$ cat config.mk
export PLATFORM = sky130hd
export DESIGN_NAME = in_cond5
export DESIGN_NICKNAME = d
export VERILOG_FILES = /design/src/rtl/in_cond5_pkg.sv /design/src/rtl/in_cond_bit.sv /design/src/rtl/in_cond5.sv
export SDC_FILE = /design/constraint.sdc
export NUM_CORES = 1
export LEC_CHECK = 0
export ABC_AREA = 1
export BUFFER_PORTS_ARGS = -buffer_cell sky130_fd_sc_hd__buf_2
export CORE_MARGIN = 8
export CORE_UTILIZATION = 35
export DETAILED_ROUTE_END_ITERATION = 10
export PLACE_DENSITY = 0.64
export SETUP_SLACK_MARGIN = 0.15
export SLEW_MARGIN = 20
export SYNTH_ARGS = -nofsm -noshare
export SYNTH_HDL_FRONTEND = slang
export SYNTH_HIERARCHICAL = 1
export SYNTH_SLANG_ARGS = --single-unit
$ cat constraint.sdc
create_clock -name C -period 1 [get_ports C]
set_clock_uncertainty 0.05 [all_clocks]
set_input_delay 0.15 -clock C [delete_from_list [all_inputs] [get_ports C]]
set_output_delay 0.15 -clock C [all_outputs]
set_load 0.02 [all_outputs]
$ cat src/rtl/in_cond5_pkg.sv
// Shared constants and helpers for the five-input conditioner that feeds the
// downstream NAND decode gate.
package in_cond5_pkg;

    localparam int NUM_IN              = 5;
    localparam int SYNC_STAGES_DEF     = 2;
    localparam int DEBOUNCE_CYCLES_DEF = 4;

    // Debounce counter width; it counts up to cycles-1, so a single bit is the floor.
    function automatic int cnt_width(input int cycles);
        return (cycles <= 2) ? 1 : $clog2(cycles);
    endfunction

endpackage

$ cat src/rtl/in_cond_bit.sv
// One conditioned input: a free-running synchronizer followed by a debounce
// counter that lets Q follow the synced bit only after it has differed long enough.
module in_cond_bit
    import in_cond5_pkg::*;
#(
    parameter int   SYNC_STAGES     = SYNC_STAGES_DEF,
    parameter int   DEBOUNCE_CYCLES = DEBOUNCE_CYCLES_DEF,
    parameter logic INIT            = 1'b0
) (
    input  logic C,
    input  logic CLR_N,
    input  logic CE,
    input  logic D,
    output logic Q,
    output logic CHG_BIT,
    output logic BUSY_BIT
);

    localparam int              CW   = cnt_width(DEBOUNCE_CYCLES);
    localparam logic [CW-1:0]   TERM = CW'(DEBOUNCE_CYCLES - 1);

    logic [SYNC_STAGES-1:0] sync;
    logic [CW-1:0]          cnt;
    logic                   s;
    logic                   differ;
    logic                   terminal;

    assign s        = sync[SYNC_STAGES-1];
    assign differ   = (s != Q);
    assign terminal = (cnt == TERM);

    // High exactly on the edge where Q will flip; the top registers it into CHG.
    assign CHG_BIT  = CE & differ & terminal;
    assign BUSY_BIT = (cnt != '0);

    always_ff @(posedge C or negedge CLR_N) begin
        if (!CLR_N) begin
            sync <= '0;
        end else begin
            sync <= {sync[SYNC_STAGES-2:0], D};
        end
    end

    always_ff @(posedge C or negedge CLR_N) begin
        if (!CLR_N) begin
            cnt <= '0;
            Q   <= INIT;
        end else if (CE) begin
            if (!differ) begin
                cnt <= '0;
            end else if (terminal) begin
                Q   <= s;
                cnt <= '0;
            end else begin
                cnt <= cnt + 1'b1;
            end
        end
    end

endmodule

$ cat src/rtl/in_cond5.sv
// Five-input conditioner driving the NAND decode gate's I0..I4: per-bit
// synchronize and debounce, plus a registered change strobe and a busy flag.
module in_cond5
    import in_cond5_pkg::*;
#(
    parameter int                SYNC_STAGES     = SYNC_STAGES_DEF,
    parameter int                DEBOUNCE_CYCLES = DEBOUNCE_CYCLES_DEF,
    parameter logic [NUM_IN-1:0] INIT            = '0
) (
    input  logic              C,
    input  logic              CLR_N,
    input  logic              CE,
    input  logic [NUM_IN-1:0] D,
    output logic [NUM_IN-1:0] Q,
    output logic              CHG,
    output logic              BUSY
);

    logic [NUM_IN-1:0] chg_bit;
    logic [NUM_IN-1:0] busy_bit;

    for (genvar k = 0; k < NUM_IN; k++) begin : g_bit
        in_cond_bit #(
            .SYNC_STAGES    (SYNC_STAGES),
            .DEBOUNCE_CYCLES(DEBOUNCE_CYCLES),
            .INIT           (INIT[k])
        ) u_bit (
            .C       (C),
            .CLR_N   (CLR_N),
            .CE      (CE),
            .D       (D[k]),
            .Q       (Q[k]),
            .CHG_BIT (chg_bit[k]),
            .BUSY_BIT(busy_bit[k])
        );
    end

    // chg_bit is already gated by CE, so a CE-low edge clears the strobe.
    always_ff @(posedge C or negedge CLR_N) begin
        if (!CLR_N) begin
            CHG <= 1'b0;
        end else begin
            CHG <= |chg_bit;
        end
    end

    assign BUSY = |busy_bit;

endmodule
==> results.json, run 1 <==
{
  "slowest_delay_ns": 0.38,
  "slew_violations": 0,
  "hold_depth": 4,
  "grt_pass1_vias": 1141,
  "nets": 236,
  "cts_buffer_depth": 2,
  "ys_ff_latch": 26,
  "avgSynthCellArea_sq_um": 8.62,
  "r2r_slack_ns": -0.38,
  "synth_area_sq_um": 1330,
  "slowest_stage": "dfrtp_1",
  "cp_cell_sequence": "inv_1 > ha_1 > inv_1 > nor2_2 > nand3_2 > buf_6",
  "crit_arrival_ns": 1.24,
  "die_w_um": 77.6,
  "rows": 22,
  "synthesis.nets": 172,
  "dpl.cell_count": 233,
  "clock.fmax_mhz": 692,
  "grt_max_degree": 27,
  "relSlewSlack_pct": 88.6,
  "start_util_pct": 36.3,
  "crit_fanout": 2,
  "viasPerCell": 4.49,
  "drc": 0,
  "violations": "negative setup slack",
  "r2r-end": "CHG",
  "fin_ws_ns": -0.444,
  "grt_first_pass_wirelength_um": 4700,
  "vias": 1191,
  "grt_setup_unrepaired": "yes",
  "r2r_cells": 8,
  "period_share_pct": 144,
  "antenna_found_initial": 0,
  "period_needed_ns": 1.44,
  "dpl_cell_area_sq_um": 1630,
  "synth_area_leaders": "dfrtp_1 49%, inv_1 10%, ha_1 9.4%",
  "r2r_start": "g_bit[3].u_bit/cnt[0]",
  "path_common_cell": "inv_1",
  "hpwlAfterDp_um": 1790,
  "core_region_area_sq_um": 3660,
  "path_class": "register to output port",
  "place.gp.congestion": 0.784,
  "synth_top_area_cell": "dfrtp_1",
  "firstDrtPassIters": 4,
  "hp-start": "CE",
  "hold_viol": 0,
  "ir_worst_vdd_mv": 1.39,
  "critical_path_required_ns": 0.80,
  "synth-seq-area-share_pct": 49.0,
  "clkTransAtPathRegs_ns": 0.09,
  "htree_levels": 1,
  "cts_tree": "built",
  "wl_per_cell_um": 11.0,
  "die_area_sq_um": 6020,
  "worstMarginPinSlew_ns": 0.171,
  "drive_gt1_share_pct": 47.5,
  "hold_path.class": "primary input to register",
  "end_kind": "output port",
  "gr-total-overflow": 0,
  "io_pins": 15,
  "setup_viol": 17,
  "yosysWarnings": 6,
  "wl_um": 2920,
  "status": "complete, but fails checks",
  "holdPathEnd": "g_bit[3].u_bit/cnt[1]",
  "power_leakage_uw": 0.00109,
  "max_cap_viol_count": 0,
  "grt.total_usage_pct": 9.07,
  "drtIter0Drc": 23,
  "io_buffers": 14,
  "area_growth_pct": 58.7,
  "synthCells": 154,
  "synth_cell_types": 12,
  "ant_nets": 0,
  "powerDensity_nw_per_um2": 2480,
  "critPathLaunchType": "register",
  "die_y_um": 77.6,
  "clock_sinks": 26,
  "clock_latency_ns": 0.27,
  "fill_cells": 330,
  "cts_buffers": 3,
  "num_antenna_cells": 0,
  "cts_root_buf": "clkbuf_8",
  "final_area_sq_um": 2110,
  "fin_cells": 265,
  "synth_top_cell_area_share_pct": 49.0
}
==> final cells by class <==
| class | count | area [sq um] | share of cell area, % |
|---|---|---|---|
| Tap cell | 48 | 60.1 | 2.85 |
| Multi-Input combinational cell | 86 | 629 | 29.9 |
| Timing Repair Buffer | 59 | 548 | 26.0 |
| Sequential cell | 26 | 657 | 31.2 |
| Clock buffer | 4 | 55.1 | 2.61 |
| Inverter | 42 | 158 | 7.48 |
==> cell families (layout without fill, tap and decap cells) <==
logic type | Yosys count | after routing | share of synthesized area (%)
AOI/OAI and AO/OA | 5 | 5 | 2.36
buffers and inverters | 42 | 105 | 11.9
DFF | 26 | 26 | 49.0
and+or+nand+nor | 71 | 71 | 27.3
adders and majority gates | 10 | 10 | 9.43
==> cells in the final DEF, fill, tap and decap left out <==
cell type,n
nand2_1,23
dfrtp_2,5
nand4_1,15
ha_4,6
a31oi_4,1
ha_1,4
buf_12,2
nand3_2,6
buf_4,22
buf_6,22
clkbuf_8,4
nor2_1,10
inv_1,30
a31oi_1,4
nand3_1,1
dfrtp_1,21
dlygate4sd3_1,6
inv_2,12
buf_2,7
nand2_2,7
nor2_2,9
==> worst max path at each step <==
stage | from | endpoint | depth (start not counted)
6_report | g_bit[3].u_bit/cnt[1] | BUSY | 6
5_1_grt | g_bit[3].u_bit/cnt[1] | BUSY | 6
4_1_cts | g_bit[1].u_bit/cnt[0] | BUSY | 6
3_5_place_dp | g_bit[3].u_bit/cnt[0] | BUSY | 6
3_3_place_gp | g_bit[3].u_bit/cnt[0] | BUSY | 6
2_1_floorplan | g_bit[3].u_bit/cnt[0] | BUSY | 5
==> routing by layer <==
metal  vias up  part of all wire (%)  GRT usage [%]
li1        600                     -              -
met1       576                    43           9.85
met2        15                    53           16.9
met3         0                   3.7           3.11
met4         0                     0           1.13
met5         -                     0              0
==> Yosys cell counts (all sizes together) <==
master  instances
inv            42
nand2          30
dfrtp          26
nor2           19
nand4          15
ha             10
nand3           7
a31oi           5
==> stage by stage <==
step	total power, uW	utilization (%)	hold WS (ns)	worst slack [ns]	TNS [ns]
after global routing	5610	57.6	0.280	-0.519	-3.01
after floorplan	2690	-	-0.196	-0.0549	-0.0810
after CTS	4860	54.1	0.264	-0.434	-1.50
after global placement	3360	44.6	0.0589	-0.163	-0.412
after detailed placement	3410	44.6	0.0566	-0.185	-0.554
final	5220	57.6	0.277	-0.444	-2.22
==> flip-flops by register name, summed over array words and instances, names as in the netlist <==
| name | flops |
|---|---|
| g_bit.u_bit/Q | 5 |
| g_bit.u_bit/cnt | 10 |
| CHG | 1 |
| g_bit.u_bit/sync | 10 |
==> worst max-delay path, delay by kind of cell, from the launching register on <==
| family | cells | cell delay (ns) |
|---|---|---|
| flip-flops | 1 | 0.38 |
| AND/OR/NAND/NOR | 2 | 0.19 |
| buffers and inverters | 3 | 0.25 |
| adder cells (fa/ha/maj) | 1 | 0.15 |
==> repair_timing <==
item | CTS | global route
endpoints found under the setup margin | 23 | 23
resized for setup | 30 | 22
setup buffers | 15 | 7
pin swaps | 18 | 15
hold buffers | 6 | 0
hold endpoints to repair | 31 | 0
==> power by group <==
group / switching, uW / internal, uW / total, uW
sequential: 276 / 1370 / 1650
combinational: 1310 / 1590 / 2900
clock: 321 / 352 / 673
total: 1900 / 3320 / 5220
No activity file was read; power rests on OpenSTA's default activity.
==> run 2: changes to the inputs <==
- PLACE_DENSITY: 0.64 -> not set
==> run 2 against run 1 <==
The flow still finishes with violations (negative setup slack). First-iteration DRC count increased by 70%. Via count decreased by 3.1%. Register-to-register slack improved by 0.05 ns. Clock power increased by 31%. Combinational power about the same. Sequential share of layout area increased by 0.58 points. Flip-flop and latch count unchanged. Global-route usage increased by 0.26 points. Sequential power about the same. Maximum frequency decreased by 0.52%. Final cell count decreased by 4.2%. Critical endpoint unchanged.
==> results.json, run 2 (synthesis results as in run 1) <==
{
  "hold_viol": 0,
  "die_w_um": 77.6,
  "final.setup.tns_ns": -2.62,
  "comb_power_share_pct": 53.8,
  "clock_sinks": 26,
  "grt_max_degree": 31,
  "grt.total_usage_pct": 9.33,
  "mostFrequentLayoutCells": "33 x inv_1, 24 x nand2_1, 21 x dfrtp_1, 21 x buf_6, 15 x nand4_1",
  "area_growth_pct": 55.8,
  "period_share_pct": 145,
  "fill_cells": 300,
  "grt_first_pass_wirelength_um": 4750,
  "firstDrtPassIters": 4,
  "critical_path_required_ns": 0.80,
  "crit_fanout": 2,
  "status": "complete, but fails checks",
  "relSlewSlack_pct": 88.9,
  "cts_tree": "built",
  "r2r_cells": 8,
  "met3_length_um": 133,
  "cts_buffers": 3,
  "fin_ws_ns": -0.452,
  "clock.fmax_mhz": 689,
  "end_kind": "output port",
  "grt_setup_unrepaired": "yes",
  "p_switching_uw": 1980,
  "setup_viol": 20,
  "cts_buffer_depth": 2,
  "violations": "negative setup slack",
  "clock_latency_ns": 0.27,
  "largestRegisters": "g_bit.u_bit/cnt (10), g_bit.u_bit/sync (10), g_bit.u_bit/Q (5)",
  "htree_levels": 1,
  "vias": 1154,
  "drive_gt1_share_pct": 45.1,
  "hold_depth": 4,
  "hold-worst-slack_ns": 0.280,
  "power.total_uw": 5430,
  "slew_violations": 0,
  "die_y_um": 77.6,
  "top_layer_used": "met4",
  "viasPerCell": 4.54,
  "nets": 225,
  "hold_path.class": "primary input to register",
  "power_frac_clock_pct": 16.2,
  "io_pins": 15,
  "drtIter0Drc": 39,
  "met2_length_um": 1390,
  "wl_um": 2930,
  "place.gp.congestion": 0.750,
  "antenna_found_initial": 0,
  "rows": 22,
  "powerDensity_nw_per_um2": 2630,
  "dpl.cell_count": 226,
  "ir_worst_vdd_mv": 1.20,
  "gr-total-overflow": 0,
  "die_area_sq_um": 6020,
  "crit_arrival_ns": 1.25,
  "io_buffers": 14,
  "p_int_uw": 3450,
  "drc": 0,
  "wl_met1_um": 1360,
  "multi_input_area_sq_um": 661,
  "hpwlAfterDp_um": 1750,
  "worstMarginPinSlew_ns": 0.166,
  "core_region_area_sq_um": 3660,
  "sw_frac_of_total_pct": 36.4,
  "seqPwrFrac_pct": 30.0,
  "num_antenna_cells": 0,
  "final_common_cell": "inv_1",
  "path_class": "register to output port",
  "grt_pass1_vias": 1134,
  "wl_per_cell_um": 11.5,
  "critPathLaunchType": "register",
  "start_util_pct": 36.3,
  "power_leakage_uw": 0.00105,
  "clkTransAtPathRegs_ns": 0.09,
  "cts_root_buf": "clkbuf_8",
  "fin_cells": 254,
  "register_area_sq_um": 657,
  "max_cap_viol_count": 0,
  "period_needed_ns": 1.45,
  "ant_nets": 0
}
## run 2: power by group through the flow
stage                     Clock, uW  Combinational, uW  Sequential [uW]
after floorplan                   0                897             1800
after global placement            0               1660             1610
after detailed placement          0               1720             1640
after CTS                       911               2510             1590
after global routing            939               3190             1660
final                           880               2920             1630
## run 2: final timing paths
kind | start | endpoint | slack, ns
min reg2reg | g_bit[3].u_bit/sync[0] | g_bit[3].u_bit/sync[1] | 0.31
max in group asynchronous | CLR_N | g_bit[3].u_bit/Q | 0.44
min | CE | g_bit[1].u_bit/cnt[0] | 0.28
max | g_bit[3].u_bit/cnt[0] | BUSY | -0.45
min in group asynchronous | CLR_N | g_bit[1].u_bit/cnt[0] | 0.29
max reg2reg | g_bit[3].u_bit/cnt[1] | CHG | -0.33
## run 2: stage by stage
| stage | instance area [sq um] | util (%) | setup WS, ns |
|---|---|---|---|
| 2_1_floorplan | 1350 | - | -0.0549 |
| 3_3_place_gp | 1580 | 43.1 | -0.147 |
| 3_5_place_dp | 1580 | 43.1 | -0.179 |
| 4_1_cts | 1950 | 53.1 | -0.442 |
| 5_1_grt | 2070 | 56.5 | -0.516 |
| 6_report | 2070 | 56.5 | -0.452 |
## run 2: what timing repair did
action                                 4_1_cts  5_1_grt
endpoints found under the hold margin       31        0
gates resized for setup                     32       21
buffers inserted                            13        5
setup endpoints to repair                   23       23
hold buffers                                 6        0
pin swaps                                   19       16
## run 2: critical path: stages, from the launching register on
cell and delay [ns]:
dfrtp_1 0.39, inv_1 0.10, ha_4 0.14, inv_2 0.03
nor2_2 0.10, nand3_2 0.08, buf_6 0.13
## run 2: layer usage
metal / track usage (%) / vias up
li1: - / 579
met1: 10.4 / 547
met2: 16.0 / 22
met3: 3.23 / 6
met4: 3.40 / 0
met5: 0 / -
## run 2: area by class of cell
| cell class | instances | area share [%] |
|---|---|---|
| inverters | 42 | 7.62 |
| repair buffers | 48 | 22.3 |
| flip-flops and latches | 26 | 31.8 |
| well taps | 48 | 2.90 |
| multi-input cells | 86 | 31.9 |
| clock inverters | 1 | 1.45 |
| clock buffers | 3 | 2.00 |
==> run 3: changes to the inputs <==
- CORE_UTILIZATION: 35 -> 45
- HOLD_SLACK_MARGIN: not set -> 0.1
- PLACE_DENSITY: not set -> 0.66
- SKIP_LAST_GASP: not set -> 1
==> run 3 against run 2 <==
The run still ends with negative setup slack left. Final cell count is 7.5% lower. Die area shrank 18%. Worst hold slack worse by 0.067 ns. Register-to-register slack better by 0.08 ns. Power shrank 12%. Highest routed layer unchanged. Wire length down 9.2%. Clock-buffer cell count up 1. Core utilization grew 13 points. Via count decreased by 1.3%. Flip-flop and latch count is the same. Cell area is 6.8% lower.
==> results.json, run 3 (synthesis results as in run 1) <==
{
  "die_y_um": 70.3,
  "crit_fanout": 2,
  "ant_nets": 0,
  "viasPerCell": 4.85,
  "final_area_sq_um": 1930,
  "period_share_pct": 151,
  "core_region_area_sq_um": 2780,
  "ir_worst_vdd_mv": 2.04,
  "r2r_cells": 7,
  "grt.total_usage_pct": 11.3,
  "multi_input_area_sq_um": 607,
  "die_area_sq_um": 4940,
  "register_area_sq_um": 657,
  "die_w_um": 70.3,
  "fin_cells": 235,
  "clock_sinks": 26,
  "grt_pass1_vias": 1152,
  "nets": 223,
  "r2r_slack_ns": -0.25,
  "r2r-end": "CHG",
  "drtIter0Drc": 34,
  "final_common_cell": "inv_1",
  "hold_viol": 0,
  "gr-total-overflow": 0,
  "mostFrequentLayoutCells": "35 x inv_1, 25 x nand2_1, 21 x dfrtp_1",
  "critPathLaunchType": "register",
  "dpl_cell_area_sq_um": 1540,
  "num_antenna_cells": 0,
  "hold_path.class": "primary input to register",
  "max_cap_viol_count": 0,
  "power_leakage_uw": 0.00102,
  "rows": 19,
  "violations": "negative setup slack",
  "grt_setup_unrepaired": "yes",
  "drive_gt1_share_pct": 39.7,
  "antenna_found_initial": 0,
  "clkTransAtPathRegs_ns": 0.13,
  "dpl.cell_count": 207,
  "hold_depth": 4,
  "holdPathEnd": "g_bit[4].u_bit/cnt[1]",
  "relSlewSlack_pct": 90.3,
  "hpwlAfterDp_um": 1720,
  "drc": 0,
  "grt_max_degree": 31,
  "end_kind": "output port",
  "critical_path_required_ns": 0.80,
  "path_class": "register to output port",
  "clock.fmax_mhz": 662,
  "cts_tree": "built",
  "wl_um": 2660,
  "crit_start": "g_bit[0].u_bit/cnt[1]",
  "start_util_pct": 47.7,
  "io_pins": 15,
  "fill_cells": 205,
  "cts_root_buf": "clkbuf_4",
  "worstMarginPinSlew_ns": 0.145,
  "vias": 1139,
  "place.gp.congestion": 0.767,
  "grt_first_pass_wirelength_um": 4750,
  "hp-start": "CE",
  "r2r_start": "g_bit[0].u_bit/cnt[1]",
  "io_buffers": 14,
  "slew_violations": 0,
  "firstDrtPassIters": 4,
  "power.total_uw": 4790,
  "dp_slack_ns": -0.169,
  "cts_buffers": 3,
  "crit_arrival_ns": 1.31,
  "period_needed_ns": 1.51,
  "fin_ws_ns": -0.511,
  "htree_levels": 1,
  "area_growth_pct": 45.2,
  "setup_viol": 18,
  "status": "complete, but fails checks",
  "powerDensity_nw_per_um2": 2480,
  "largestRegisters": "g_bit.u_bit/cnt (10), g_bit.u_bit/sync (10), g_bit.u_bit/Q (5)",
  "clock_latency_ns": 0.32,
  "wl_per_cell_um": 11.3,
  "cts_buffer_depth": 2,
  "final_core_util_pct": 69.3
}
## run 3: worst max path at each step
stage           end  cells past startpoint
5_1_grt        BUSY                      6
3_5_place_dp   BUSY                      6
3_3_place_gp   BUSY                      6
4_1_cts        BUSY                      6
6_report       BUSY                      6
2_1_floorplan  BUSY                      5
## run 3: repair_timing
action | in CTS | in global routing
endpoints found under the hold margin | 31 | 0
buffers inserted | 15 | 3
hold buffers | 6 | 0
gates resized for setup | 25 | 12
endpoints found under the setup margin | 23 | 23
pin swaps | 18 | 11
gates cloned | 0 | 0
## run 3: final cells by class
cell class                 instances  area share, %
sequential                        26           34.1
multi-input combinational         86           31.5
timing repair buffer              46           22.4
inverter                          42           8.18
tap                               31           2.01
clock buffer                       4           1.88
## run 3: report_power, final
group / total (uW) / internal, uW / leakage [uW] / switching (uW)
Combinational: 2690 / 1390 / 0.000681 / 1290
Clock: 523 / 223 / 0.0000210 / 300
Sequential: 1580 / 1370 / 0.000314 / 213
## run 3: stage by stage
| step | setup TNS, ns | hold WS (ns) |
|---|---|---|
| 2_1_floorplan | -0.0810 | -0.196 |
| 3_3_place_gp | -0.465 | 0.0549 |
| 3_5_place_dp | -0.620 | 0.0551 |
| 4_1_cts | -1.72 | 0.204 |
| 5_1_grt | -3.29 | 0.207 |
| 6_report | -2.13 | 0.213 |
## run 3: worst max-delay path, cell delays in order, from the launching register on
cell     delay, ns
dfrtp_1       0.41
inv_1         0.07
ha_1          0.14
inv_1         0.04
nor2_1        0.12
nand3_2       0.08
buf_6         0.14
## run 3: per-layer routing
layer / share of wire (%) / GRT usage, % / routed length (um)
met1: 45 / 11.9 / 1190
met2: 50 / 21.0 / 1320
met3: 4.5 / 3.11 / 119
met4: 1.1 / 3.35 / 29
met5: 0 / 0 / 0
